$ cat config.mk
export PLATFORM = sky130hd
export DESIGN_NAME = ring_head_flat
export DESIGN_NICKNAME = d
export VERILOG_FILES = /design/src/rtl/ring_head_if.sv /design/src/rtl/ring_head.sv /design/src/flat_wrapper.sv
export SDC_FILE = /design/constraint.sdc
export NUM_CORES = 1
export LEC_CHECK = 0
export ABC_AREA = 1
export BUFFER_PORTS_ARGS = -buffer_cell sky130_fd_sc_hd__buf_4
export CELL_PAD_IN_SITES_DETAIL_PLACEMENT = 2
export CELL_PAD_IN_SITES_GLOBAL_PLACEMENT = 2
export CORE_MARGIN = 3
export CORE_UTILIZATION = 47
export DETAILED_ROUTE_END_ITERATION = 12
export GPL_ROUTABILITY_DRIVEN = 0
export PLACE_DENSITY_LB_ADDON = 0.15
export SLEW_MARGIN = 10
export SYNTH_ARGS = -nofsm -noshare
export SYNTH_HDL_FRONTEND = slang
export SYNTH_SLANG_ARGS = --single-unit
$ cat constraint.sdc
create_clock -name clock -period 5.5 [get_ports clock]
set_clock_uncertainty 0.1 [all_clocks]
set_input_delay 0.55 -clock clock [delete_from_list [all_inputs] [get_ports clock]]
set_output_delay 0.55 -clock clock [all_outputs]
set_load 0.05 [all_outputs]
$ cat src/rtl/ring_head_if.sv
// ring_head_if: signal bundle between the ring origin stage and its neighbours.
//
// Ring input:   RingIn / SlotTypeIn / SourceIn  - slot emerging from the last core
// Resend write: rqWr / rqDin                     - deferred entries from the memory controller
// Ring output:  RingOut / SlotTypeOut / SourceOut - registered slot to core 1
// Status:       rqFull, rqCount, tokenLost, overflow
// Debug:        dbg_state (0 = DUMP, 1 = WAIT)
//
// Flow control: there is no valid/ready pair. The ring carries one slot every
// cycle (Null marks an empty slot), and rqWr is a one-cycle write strobe that
// is never back-pressured; a write that finds the queue full with no pop in the
// same cycle is dropped and reported through the sticky overflow flag.
interface ring_head_if #(
    parameter int LOGDEPTH = 5
);
    logic [31:0]       RingIn;
    logic [3:0]        SlotTypeIn;
    logic [3:0]        SourceIn;
    logic              rqWr;
    logic [39:0]       rqDin;
    logic [31:0]       RingOut;
    logic [3:0]        SlotTypeOut;
    logic [3:0]        SourceOut;
    logic              rqFull;
    logic [LOGDEPTH:0] rqCount;
    logic              tokenLost;
    logic              overflow;
    logic              dbg_state;

    modport slave (
        input  RingIn, SlotTypeIn, SourceIn, rqWr, rqDin,
        output RingOut, SlotTypeOut, SourceOut, rqFull, rqCount, tokenLost, overflow, dbg_state
    );

    modport master (
        output RingIn, SlotTypeIn, SourceIn, rqWr, rqDin,
        input  RingOut, SlotTypeOut, SourceOut, rqFull, rqCount, tokenLost, overflow, dbg_state
    );
endinterface

$ cat src/rtl/ring_head.sv
// ring_head: ring origin stage. Drives slot 0 of the core ring (into core 1),
// consumes the slot leaving the last core, owns the resend queue filled by the
// memory controller, and regenerates the single ring Token with a loss watchdog.
//
// Ports:
//   clock - rising-edge clock
//   reset - asynchronous active-low reset
//   bus   - ring_head_if.slave (ring in/out, resend queue write, status, debug state)
//
// Slot type encoding: Null=0, Token=1, Address=2, WriteData=3, GrantExclusive=4.
module ring_head #(
    parameter int LOGDEPTH = 5,
    parameter int TIMEOUT  = 4096
) (
    input  logic       clock,
    input  logic       reset,
    ring_head_if.slave bus
);
    localparam int DEPTH = 1 << LOGDEPTH;
    localparam int WDW   = $clog2(TIMEOUT);

    localparam logic [3:0] SLOT_NULL    = 4'd0;
    localparam logic [3:0] SLOT_TOKEN   = 4'd1;
    localparam logic [3:0] SLOT_ADDRESS = 4'd2;

    localparam logic [WDW-1:0]    WD_FIRE    = WDW'(TIMEOUT - 1);
    localparam logic [LOGDEPTH:0] COUNT_FULL = (LOGDEPTH + 1)'(DEPTH);

    typedef enum logic {
        ST_DUMP = 1'b0,
        ST_WAIT = 1'b1
    } state_t;

    state_t              state_q, state_d;
    logic [LOGDEPTH:0]   count_q, count_d;
    logic [LOGDEPTH-1:0] rd_ptr_q, rd_ptr_d;
    logic [LOGDEPTH-1:0] wr_ptr_q, wr_ptr_d;
    logic [WDW-1:0]      wd_q, wd_d;
    logic [31:0]         ring_out_q, ring_out_d;
    logic [3:0]          type_out_q, type_out_d;
    logic [3:0]          src_out_q, src_out_d;
    logic                token_lost_q, token_lost_d;
    logic                overflow_q, overflow_d;

    logic [39:0]         rq_mem [DEPTH];
    logic [39:0]         head;
    logic                empty;
    logic                full;
    logic                pop;
    logic                push;

    assign empty = (count_q == '0);
    assign full  = (count_q == COUNT_FULL);
    assign head  = rq_mem[rd_ptr_q];

    // A write while full is still accepted when the head pops in the same
    // cycle, since that pop frees the slot being written.
    assign push = bus.rqWr && (!full || pop);

    always_comb begin
        rd_ptr_d   = rd_ptr_q;
        wr_ptr_d   = wr_ptr_q;
        count_d    = count_q;
        overflow_d = overflow_q;
        if (pop) begin
            rd_ptr_d = rd_ptr_q + LOGDEPTH'(1);
        end
        if (push) begin
            wr_ptr_d = wr_ptr_q + LOGDEPTH'(1);
        end
        if (push && !pop) begin
            count_d = count_q + (LOGDEPTH + 1)'(1);
        end else if (pop && !push) begin
            count_d = count_q - (LOGDEPTH + 1)'(1);
        end
        if (bus.rqWr && !push) begin
            overflow_d = 1'b1;
        end
    end

    // Next-state and output slot. Every path defaults to a Null slot.
    always_comb begin
        state_d      = state_q;
        wd_d         = wd_q;
        ring_out_d   = '0;
        type_out_d   = SLOT_NULL;
        src_out_d    = '0;
        token_lost_d = 1'b0;
        pop          = 1'b0;
        case (state_q)
            ST_DUMP: begin
                // The head holds the token here, so ring input is ignored.
                if (!empty) begin
                    pop        = 1'b1;
                    ring_out_d = head[31:0];
                    type_out_d = head[35:32];
                    src_out_d  = head[39:36];
                end else begin
                    type_out_d = SLOT_TOKEN;
                    state_d    = ST_WAIT;
                    wd_d       = '0;
                end
            end
            ST_WAIT: begin
                wd_d = wd_q + WDW'(1);
                if (bus.SlotTypeIn == SLOT_TOKEN) begin
                    // Token back: absorb it; a fresh one is issued after the dump.
                    state_d = ST_DUMP;
                end else if (wd_d == WD_FIRE) begin
                    token_lost_d = 1'b1;
                    state_d      = ST_DUMP;
                end else if (bus.SlotTypeIn == SLOT_ADDRESS && bus.RingIn[31]) begin
                    // Retry address that has completed a lap is consumed here.
                end else begin
                    ring_out_d = bus.RingIn;
                    type_out_d = bus.SlotTypeIn;
                    src_out_d  = bus.SourceIn;
                end
            end
            default: begin
                state_d = ST_DUMP;
            end
        endcase
    end

    always_ff @(posedge clock or negedge reset) begin
        if (!reset) begin
            state_q      <= ST_DUMP;
            count_q      <= '0;
            rd_ptr_q     <= '0;
            wr_ptr_q     <= '0;
            wd_q         <= '0;
            ring_out_q   <= '0;
            type_out_q   <= SLOT_NULL;
            src_out_q    <= '0;
            token_lost_q <= 1'b0;
            overflow_q   <= 1'b0;
        end else begin
            state_q      <= state_d;
            count_q      <= count_d;
            rd_ptr_q     <= rd_ptr_d;
            wr_ptr_q     <= wr_ptr_d;
            wd_q         <= wd_d;
            ring_out_q   <= ring_out_d;
            type_out_q   <= type_out_d;
            src_out_q    <= src_out_d;
            token_lost_q <= token_lost_d;
            overflow_q   <= overflow_d;
        end
    end

    // Queue storage needs no reset; the pointers and count define validity.
    always_ff @(posedge clock) begin
        if (push) begin
            rq_mem[wr_ptr_q] <= bus.rqDin;
        end
    end

    assign bus.RingOut     = ring_out_q;
    assign bus.SlotTypeOut = type_out_q;
    assign bus.SourceOut   = src_out_q;
    assign bus.rqFull      = full;
    assign bus.rqCount     = count_q;
    assign bus.tokenLost   = token_lost_q;
    assign bus.overflow    = overflow_q;
    assign bus.dbg_state   = state_q;
endmodule
$ cat src/flat_wrapper.sv
// flat-port wrapper written by rule: the top's interface ports become plain ports
module ring_head_flat 
#(
    parameter int LOGDEPTH = 5,
    parameter int TIMEOUT  = 4096
)
  (clock, reset, bus_RingIn, bus_SlotTypeIn, bus_SourceIn, bus_rqWr, bus_rqDin, bus_RingOut, bus_SlotTypeOut, bus_SourceOut, bus_rqFull, bus_rqCount, bus_tokenLost, bus_overflow, bus_dbg_state);
  ring_head_if #(.LOGDEPTH(LOGDEPTH)) bus_i ();
  input  logic clock;
  input  logic reset;
  input wire logic [$bits(bus_i.RingIn)-1:0] bus_RingIn;
  input wire logic [$bits(bus_i.SlotTypeIn)-1:0] bus_SlotTypeIn;
  input wire logic [$bits(bus_i.SourceIn)-1:0] bus_SourceIn;
  input wire logic [$bits(bus_i.rqWr)-1:0] bus_rqWr;
  input wire logic [$bits(bus_i.rqDin)-1:0] bus_rqDin;
  output wire logic [$bits(bus_i.RingOut)-1:0] bus_RingOut;
  output wire logic [$bits(bus_i.SlotTypeOut)-1:0] bus_SlotTypeOut;
  output wire logic [$bits(bus_i.SourceOut)-1:0] bus_SourceOut;
  output wire logic [$bits(bus_i.rqFull)-1:0] bus_rqFull;
  output wire logic [$bits(bus_i.rqCount)-1:0] bus_rqCount;
  output wire logic [$bits(bus_i.tokenLost)-1:0] bus_tokenLost;
  output wire logic [$bits(bus_i.overflow)-1:0] bus_overflow;
  output wire logic [$bits(bus_i.dbg_state)-1:0] bus_dbg_state;
  assign bus_i.RingIn = bus_RingIn;
  assign bus_i.SlotTypeIn = bus_SlotTypeIn;
  assign bus_i.SourceIn = bus_SourceIn;
  assign bus_i.rqWr = bus_rqWr;
  assign bus_i.rqDin = bus_rqDin;
  assign bus_RingOut = bus_i.RingOut;
  assign bus_SlotTypeOut = bus_i.SlotTypeOut;
  assign bus_SourceOut = bus_i.SourceOut;
  assign bus_rqFull = bus_i.rqFull;
  assign bus_rqCount = bus_i.rqCount;
  assign bus_tokenLost = bus_i.tokenLost;
  assign bus_overflow = bus_i.overflow;
  assign bus_dbg_state = bus_i.dbg_state;
  ring_head #(.LOGDEPTH(LOGDEPTH), .TIMEOUT(TIMEOUT)) u_core (.clock(clock), .reset(reset), .bus(bus_i));
endmodule
Yosys cells after proc, flatten, opt, wreduce, memory -nomap -nowiden
Memory sizes are Yosys's and may differ from the RTL's. Index checks and enable logic that the tools add are counted.

Register bits: 71. Memory bits (writable): 1280. Output and inout bits: 50. Logic and storage cells: 63. Memories: 1.

Memory list: u_core.rq_mem (words 32, width 40, rd ports 1, clocked after Yosys merged registers in 0, wr ports 1, RTL line ring_head.sv:45) `logic [39:0] rq_mem [DEPTH];`.

Add/sub/neg operators: 5. Eq/ne operators: 5. Multiplexer cells: 30. Bitwise logic cells: 1. Reductions and logical operators: 11.

Operator list (number): 2-to-1 mux 32 bit (4); case mux 32 bit (2 select lines) (1); 2-to-1 mux 4 bit (8); case mux 12 bit (2 select lines) (1); case mux 4 bit (2 select lines) (2); adder 12 x 1 -> 12 bit, second input constant (1); equality test 12 bit, second input constant (1); 2-to-1 mux 12 bit (1); 2-to-1 mux 6 bit (2); adder 5 x 1 -> 5 bit, second input constant (2); 2-to-1 mux 1 bit (10); adder 6 x 1 -> 6 bit, second input constant (1); equality test 6 bit, second input constant (1); logical NOT 6 bit (1); subtractor 6 x 1 -> 6 bit, second input constant (1); logical AND 1 bit (5); equality test 4 x 1 -> 1 bit, second input constant (1); equality test 4 x 2 -> 1 bit, second input constant (1); logical NOT 1 bit (3); != test 2 x 1 -> 1 bit, second input constant (1); case mux 1 bit (2 select lines) (1); nonzero test 2 bit (1); logical OR 1 bit (1); NOT 1 bit (1).

Depth between registers and ports, before layout
Gate-level depths: netlist of the first run.

Depth in word-level cells: 9. Depth in mapped cells: 17. Depth with buffers taken out: 17.

Worst setup path after synthesis of the first run
No wires, ideal clock.

Path kind: flip-flop to flip-flop. From: register u_core.count_q[0], in the netlist u_core.bus.rqCount[0]. To: memory u_core.rq_mem[31][0] (enable). Setup time: 0.439 ns. Arrival time: 3.373 ns. Required time: 4.961 ns. Slack: 1.588 ns. Cell stages (with the launch flop): 9. Cells stage by stage: dfrtp_1 nor2_1 nand3_1 nor2_1 nand2_1 nand2_1 nor2_1 inv_1 nor2_1.

Elaborated cells between the ends (all ways): 9. Those cells by class: 1 x eq/ne; 4 x mux; 4 x reduce/logical.

RTL lines: start: declaration (RTL line ring_head.sv:35) `logic [LOGDEPTH:0] count_q, count_d;`; start signal: assignment (RTL line ring_head.sv:140) `count_q <= count_d;`; equality test 6 bit (RTL line ring_head.sv:53) `assign full = (count_q == COUNT_FULL);`; named net bus_rqFull (RTL line flat_wrapper.sv:19) `output wire logic [$bits(bus_i.rqFull)-1:0] bus_rqFull;`; logical NOT 1 bit (RTL line ring_head.sv:58) `assign push = bus.rqWr && (!full || pop);`; logical OR 1 bit (RTL line ring_head.sv:58); logical AND 1 bit (RTL line ring_head.sv:58); 2-to-1 mux 1 bit (RTL line ring_head.sv:154) `if (push) begin`; 2-to-1 mux 1 bit (implied by the code) (RTL line ring_head.sv:155) `rq_mem[wr_ptr_q] <= bus.rqDin;`; end: declaration (RTL line ring_head.sv:45).

The timed path passes the listed nets, and every way through them passes these cells.

Worst setup path after layout of the first run
From: register u_core.count_q[0], in the netlist u_core.bus.rqCount[0]. To: memory u_core.rq_mem[26][0] (enable).

Longest elaborated chain between the ends: 7. Elaborated cells between the ends (all ways): 9. Those cells by class: 1 x eq/ne; 4 x mux; 4 x reduce/logical.

RTL lines: logical NOT 6 bit (RTL line ring_head.sv:52) `assign empty = (count_q == '0);`; 2-to-1 mux 1 bit (RTL line ring_head.sv:93) `if (!empty) begin`; 2-to-1 mux 1 bit (RTL line ring_head.sv:90) `case (state_q)`; logical OR 1 bit * (RTL line ring_head.sv:58); logical AND 1 bit * (RTL line ring_head.sv:58); named net u_core.push (RTL line ring_head.sv:50) `logic push;`; 2-to-1 mux 1 bit * (RTL line ring_head.sv:154); 2-to-1 mux 1 bit (implied by the code) * (RTL line ring_head.sv:155).

Mark *: on every way through the listed nets, which the timed path passes. The rest lies on a longest branch.

==> results of run 1 <==
how the worst max path moves through the flow:
stage	start	slack, ps	cells after the start	endpoint
final	u_core.bus.rqCount[0]$_DFFE_PN0P_	1370	9	u_core.rq_mem[26][0]$_DFFE_PP_
after global routing	u_core.bus.rqCount[0]$_DFFE_PN0P_	1270	9	u_core.rq_mem[26][0]$_DFFE_PP_
after CTS	u_core.bus.rqCount[0]$_DFFE_PN0P_	1380	9	u_core.rq_mem[13][4]$_DFFE_PP_
after detailed placement	u_core.bus.rqCount[0]$_DFFE_PN0P_	1640	9	u_core.rq_mem[13][28]$_DFFE_PP_
after global placement	u_core.bus.rqCount[0]$_DFFE_PN0P_	1830	9	u_core.rq_mem[26][24]$_DFFE_PP_
after floorplan	u_core.bus.rqCount[0]$_DFFE_PN0P_	1590	8	u_core.rq_mem[31][0]$_DFFE_PP_
flip-flops by register name, summed over array words and instances (netlist names):
| name | cells |
|---|---|
| u_core.bus.tokenLost | 1 |
| u_core.bus.overflow | 1 |
| u_core.bus.RingOut | 32 |
| u_core.rq_mem | 1280 |
| u_core.bus.rqCount | 6 |
| u_core.bus.SlotTypeOut | 4 |
| u_core.rd_ptr_q | 5 |
| u_core.wd_q | 12 |
| u_core.bus.dbg_state | 1 |
| u_core.wr_ptr_q | 5 |
| u_core.bus.SourceOut | 4 |
tightest hold or removal path, cell delays in order:
cell	delay, ps
buf_4	110
nand2_1	50
nand3b_1	110
nand2_1	50
Yosys cell counts:
cell         n  share of area, %
nand3b_1    35              0.48
o21ai_0    494               4.6
nand2_1    671               4.6
clkinv_1     1            0.0069
o22ai_1      6             0.069
ha_1        12              0.28
a21oi_1     81              0.75
inv_1       78              0.54
dfrtp_1     71               3.3
xnor2_1      3             0.048
nand4_1      4             0.046
inv_2        5             0.035
nor2_1     872               6.0
buf_4       11              0.15
or2_2        2             0.023
o211ai_1   173               2.4
a31oi_1      3             0.035
nand2_2      1             0.012
fa_1         1             0.037
xor2_1       9              0.15
buf_2       97              0.89
a31o_2       1             0.016
clkbuf_1   129              0.89
o21bai_1     1             0.014
buf_1       36              0.25
nand3_1    331               3.1
buf_6        7              0.15
edfxtp_1  1280                71
nor2_2       3             0.035
o21ai_1     35              0.32
and2_1       1             0.012
mux2i_1      1             0.018
kinds of logic after synthesis:
family | after synthesis | share of synthesized area, %
AND/OR/NAND/NOR | 1920 | 14.3
adder cells (fa/ha/maj) | 13 | 0.313
XOR/XNOR | 12 | 0.194
flip-flops | 1351 | 74.1
AO/OA/AOI/OAI | 794 | 8.15
multiplexers | 1 | 0.0184
buffers and inverters | 364 | 2.91
timing repair:
item / 4_1_cts / 5_1_grt
hold buffers: 12 / 0
endpoints found under the hold margin: 39 / 0
resized for setup: 0 / 0
setup buffers: 0 / 0
report_power, final:
part	switching (µW)	internal (µW)	leakage, µW
registers	568	12100	0.0124
logic	10200	3100	0.00674
clock network	4400	5730	0.00229
routing by layer:
layer  wire (µm)  GRT usage [%]  vias to the layer above
met3       15900           6.57                      572
met4       11600           18.2                        2
met1       82800           45.1                    20700
met2      108000           60.9                     2048
li1            -              -                    16000
met5          13              0                        -
through the flow:
| step | utilization, % | power (µW) | hold slack [ps] | cell area [µm²] | setup slack [ps] |
|---|---|---|---|---|---|
| final | 54.0 | 36200 | 34.7 | 61900 | 1370 |
| after global routing | 54.0 | 37400 | 38.8 | 61900 | 1270 |
| after CTS | 54.0 | 36000 | 1.90 | 61800 | 1380 |
| after detailed placement | 49.8 | 25400 | 377 | 57100 | 1640 |
| after global placement | 49.8 | 24500 | 383 | 57100 | 1830 |
| after floorplan | - | 19900 | 154 | 54300 | 1590 |
layout make-up:
cell class	count	area share, %
clock buffers	197	6.62
repair buffers	235	3.26
well taps	1512	3.06
diodes	3	0.0121
clock inverters	61	0.934
inverters	84	0.542
multi-input cells	2740	20.6
flip-flops and latches	1351	65.0
==> flow_summary.yaml, run 1 <==
final_layout:
  nNetsFinal: 4652
  layout.cells.non_filler: 6183
  syn_to_final_growth_pct: 14.0
  drive_gt1_share_pct: 10.1
  n_fill_cell: 10800
  multi_input_area_um2: 12700
  final_common_cell: "edfxtp_1"
  regArea_um2: 40200
  final_cell_mix: "1280 x edfxtp_1, 840 x nor2_1, 671 x nand2_1"
worst_setup_path:
  r2r_cells: 9
  cp_max_fo: 25
  rrSetupSlack_ps: 1370
  cpPeakStageDelay_ps: 1130
  worstSetupEndpointType: "flop"
  cp_data_arrival_time_ps: 4460
  cp_cell_sequence: "nor2_1 > nand3_1 > nor2_1 > nand2_1 > nand2_1 > inv_1 > nand2_1 > nor2_4 > buf_4"
  cp_top_family: "simple AND/OR/NAND/NOR gates"
  crit_buf_inv: 2
  worst_r2r_startpoint: "u_core.bus.rqCount[0]$_DFFE_PN0P_"
  crit_required_ps: 5820
  worst-setup-path-type: "reg -> reg"
  cp_slowest_cell: "nor2_4"
  reg2reg_to: "u_core.rq_mem[26][0]$_DFFE_PP_"
  start_kind: "flop"
  crit_top_cell: "nand2_1"
yosys:
  ys_seq_area_share_pct: 74.1
  synth_cell_types: 32
  synth-seq-cells: 1351
  mappedNetlistArea_um2: 54300
  syn_area_per_cell_um2: 12.2
  synthCells: 4455
  yosysWarnings: 0
  postSynthNetCount: 4551
floorplan:
  dieHeight_um: 346
  num_io_pins: 133
  core_area_um2: 115000
  start_util_pct: 47.4
  num_rows: 124
  die-area_um2: 120000
  die_x_um: 346
route:
  drt_iter0_drc: 4780
  vias_per_cell: 6.37
  drt_wl_total_um: 218000
  drcViolationCount: 0
  ant_nets: 0
  vias: 39400
  wl_per_cell_um: 35.3
  firstDrtPassIters: 5
sta:
  fmax_mhz: 242
  fin_crit_sh_pct: 75.2
  finalMaxSlewViolations: 0
  fin_crit_ps: 4130
  fin_tns_setup_ps: 0
  setup_viol: 0
  tightest_slew_ps: 1240
  relSlewSlack_pct: 17.0
  grt_setup_unrepaired: "no"
  hold_viol: 0
global_routing:
  grt_max_degree: 185
  grt_pass1_vias: 43400
  grt_antenna_before_repair: 4
  grt_pass1_wl_um: 315000
  grt_overflow_total: 0
  track_usage_pct: 36.2
power_and_ir_drop:
  powerDensity_nw_per_um2: 584
  vdd_ir_drop_max_mv: 0.449
  total_leakage_power_uw: 0.0214
cts:
  cts_htree_levels: 4
  cts_root_buffer: "clkbuf_16"
  cts_tree: "yes"
  clockBufferDepth: 3
  cts.sinks: 1351
  clkTransAtPathRegs_ps: 60
  numCtsBuffers: 144
  clock_latency_ps: 790
min_path:
  whs_endpoint: "u_core.bus.RingOut[23]$_DFF_PN0_"
  holdCritPathClass: "in -> reg"
  hold_depth: 4
  hold_start: "bus_RingIn[23]"
placement:
  io_buffers: 132
  placedCellCount: 5909
  dp_hpwl_um: 118000
run:
  maxCapViolCount: 0
outcome:
  outcome: "completed"
No activity file was read; power rests on OpenSTA's default activity.
==> run 2: changes to the inputs <==
Settings changed: CORE_UTILIZATION 47 to 44.
Clock period 5.5 ns to 4.3 ns, I/O delays scaled along.
==> run 2 against run 1 <==
Register-to-register slack got worse by 400 ps. Final area increased by 2.0%. Clock-buffer cell count increased by 23. Flip-flop and latch count unchanged. Critical path depth increased by 2. Global-route usage decreased by 4.4 points.
==> flow_summary.yaml, run 2 (synthesis results as in run 1) <==
outcome:
  outcome: "completed"
min_path:
  holdCritPathClass: "in -> reg"
  hold_start: "bus_RingIn[17]"
  hold_depth: 4
worst_setup_path:
  endpoint: "u_core.bus.SlotTypeOut[1]$_DFF_PN0_"
  crit_required_ps: 4840
  r2r_cells: 11
  worst_r2r_startpoint: "u_core.rd_ptr_q[0]$_DFFE_PN0N_"
  start_kind: "flop"
  worst-setup-path-type: "reg -> reg"
  worstSetupEndpointType: "flop"
  rrSetupSlack_ps: 970
  cp_data_arrival_time_ps: 3870
  reg2reg_to: "u_core.bus.SlotTypeOut[1]$_DFF_PN0_"
  cp-startpoint: "u_core.rd_ptr_q[0]$_DFFE_PN0N_"
  cp_max_fo: 75
global_routing:
  grt_antenna_before_repair: 6
  track_usage_pct: 31.8
  grt_pass1_vias: 41800
  grt_pass1_wl_um: 294000
  grt_overflow_total: 0
  grt_max_degree: 157
cts:
  clock_latency_ps: 790
  cts_tree: "yes"
  clockBufferDepth: 3
  post_cts_resized: 0
  numCtsBuffers: 149
  clkTransAtPathRegs_ps: 60
  cts_root_buffer: "clkbuf_16"
  cts.sinks: 1351
  cts_htree_levels: 4
final_layout:
  top_register: "u_core.rq_mem"
  layout.cells.non_filler: 6404
  nNetsFinal: 4748
  largest_reg_flops: 1280
  final_common_cell: "edfxtp_1"
  postLayoutCoreUtil_pct: 51.7
  final_cell_mix: "1280 x edfxtp_1, 840 x nor2_1, 671 x nand2_1"
  drive_gt1_share_pct: 10.6
  syn_to_final_growth_pct: 16.3
sta:
  grt_setup_unrepaired: "no"
  fmax_mhz: 300
  setup_viol: 0
  finalMaxSlewViolations: 0
  worst_slack_ps: 966
  tightest_slew_ps: 961
  fin_crit_ps: 3330
  relSlewSlack_pct: 35.7
  hold_viol: 0
  fin_crit_sh_pct: 77.5
  fin_tns_setup_ps: 0
route:
  vias_per_cell: 5.99
  ant_nets: 0
  drt_wl_total_um: 203000
  drcViolationCount: 0
  wl_per_cell_um: 31.7
  drt_iter0_drc: 4122
  vias: 38400
  firstDrtPassIters: 5
placement:
  dpl_worst_slack_ps: 1010
  placedCellCount: 6048
  io_buffers: 132
  dp_hpwl_um: 113000
power_and_ir_drop:
  powerDensity_nw_per_um2: 720
  power.total_uw: 45500
  total_leakage_power_uw: 0.0219
  vdd_ir_drop_max_mv: 0.563
floorplan:
  num_io_pins: 133
  num_rows: 128
  die-area_um2: 128000
  start_util_pct: 44.4
  dieHeight_um: 357
  die_x_um: 357
  core_area_um2: 122000
run:
  maxCapViolCount: 0
[run 2: changes by cell type in the layout (fill, tap and decap cells not counted), moves of 3 or more]
| cell | change |
|---|---|
| clkinvlp_4 | +3 |
| clkbuf_8 | +9 |
| bufinv_16 | -3 |
| buf_4 | +16 |
| dlygate4sd3_1 | +66 |
| clkbuf_1 | +10 |
| clkbuf_16 | +4 |
| buf_12 | +10 |
[run 2: cell type report]
| cell class | count | area [µm²] |
|---|---|---|
| Multi-Input combinational cell | 2740 | 12700 |
| Fill cell | 11700 | 59100 |
| Tap cell | 1625 | 2030 |
| Sequential cell | 1351 | 40200 |
| Timing Repair Buffer | 326 | 2970 |
| Inverter | 84 | 335 |
| Clock buffer | 220 | 4360 |
| Antenna cell | 3 | 7.51 |
| Clock inverter | 55 | 467 |
[run 2: worst min path at each step]
stage,end,slack [ps]
finish,u_core.bus.RingOut[17]$_DFF_PN0_,60
global route,u_core.bus.RingOut[17]$_DFF_PN0_,40
CTS,u_core.bus.RingOut[17]$_DFF_PN0_,20
detailed placement,u_core.wd_q[4]$_DFFE_PN0P_,400
global placement,u_core.wd_q[11]$_DFFE_PN0P_,400
floorplan,u_core.bus.RingOut[0]$_DFF_PN0_,30
[run 2: worst max-delay path, cell delays in order (launching register included)]
cell,delay (ps)
dfrtp_4,720
inv_8,520
buf_4,570
nand2_1,200
nand3_1,130
o21ai_0,100
nand2_1,70
nand2_1,60
a21oi_1,150
nand2_1,70
nand3_1,340
nand2_1,90
[run 2: through the flow]
step           cell area, µm²  hold slack, ps
3_3_place_gp            57500             395
3_5_place_dp            57500             400
4_1_cts                 63100            24.7
2_1_floorplan           54300            34.4
6_report                63100            64.6
5_1_grt                 63100            38.5
[run 2: power breakdown]
part | total, µW | internal, µW | switching [µW] | leakage (µW)
registers | 16100 | 15500 | 646 | 0.0124
logic | 16500 | 4140 | 12300 | 0.00717
clock network | 12900 | 7480 | 5390 | 0.00235
total | 45500 | 27100 | 18400 | 0.0219
[run 2: timing repair]
action                     CTS  global route
hold endpoints to repair  1316             0
buffers inserted             0             0
hold buffers                78             0
[run 2: routing by layer]
metal  up-vias  global-route usage (%)  share of wire, %
li1      16200                       -                 -
met1     20300                    41.8                41
met2      1450                    53.6                49
met3       398                    4.80               6.2
met4         4                    11.7               3.6
met5         -                       0             0.013
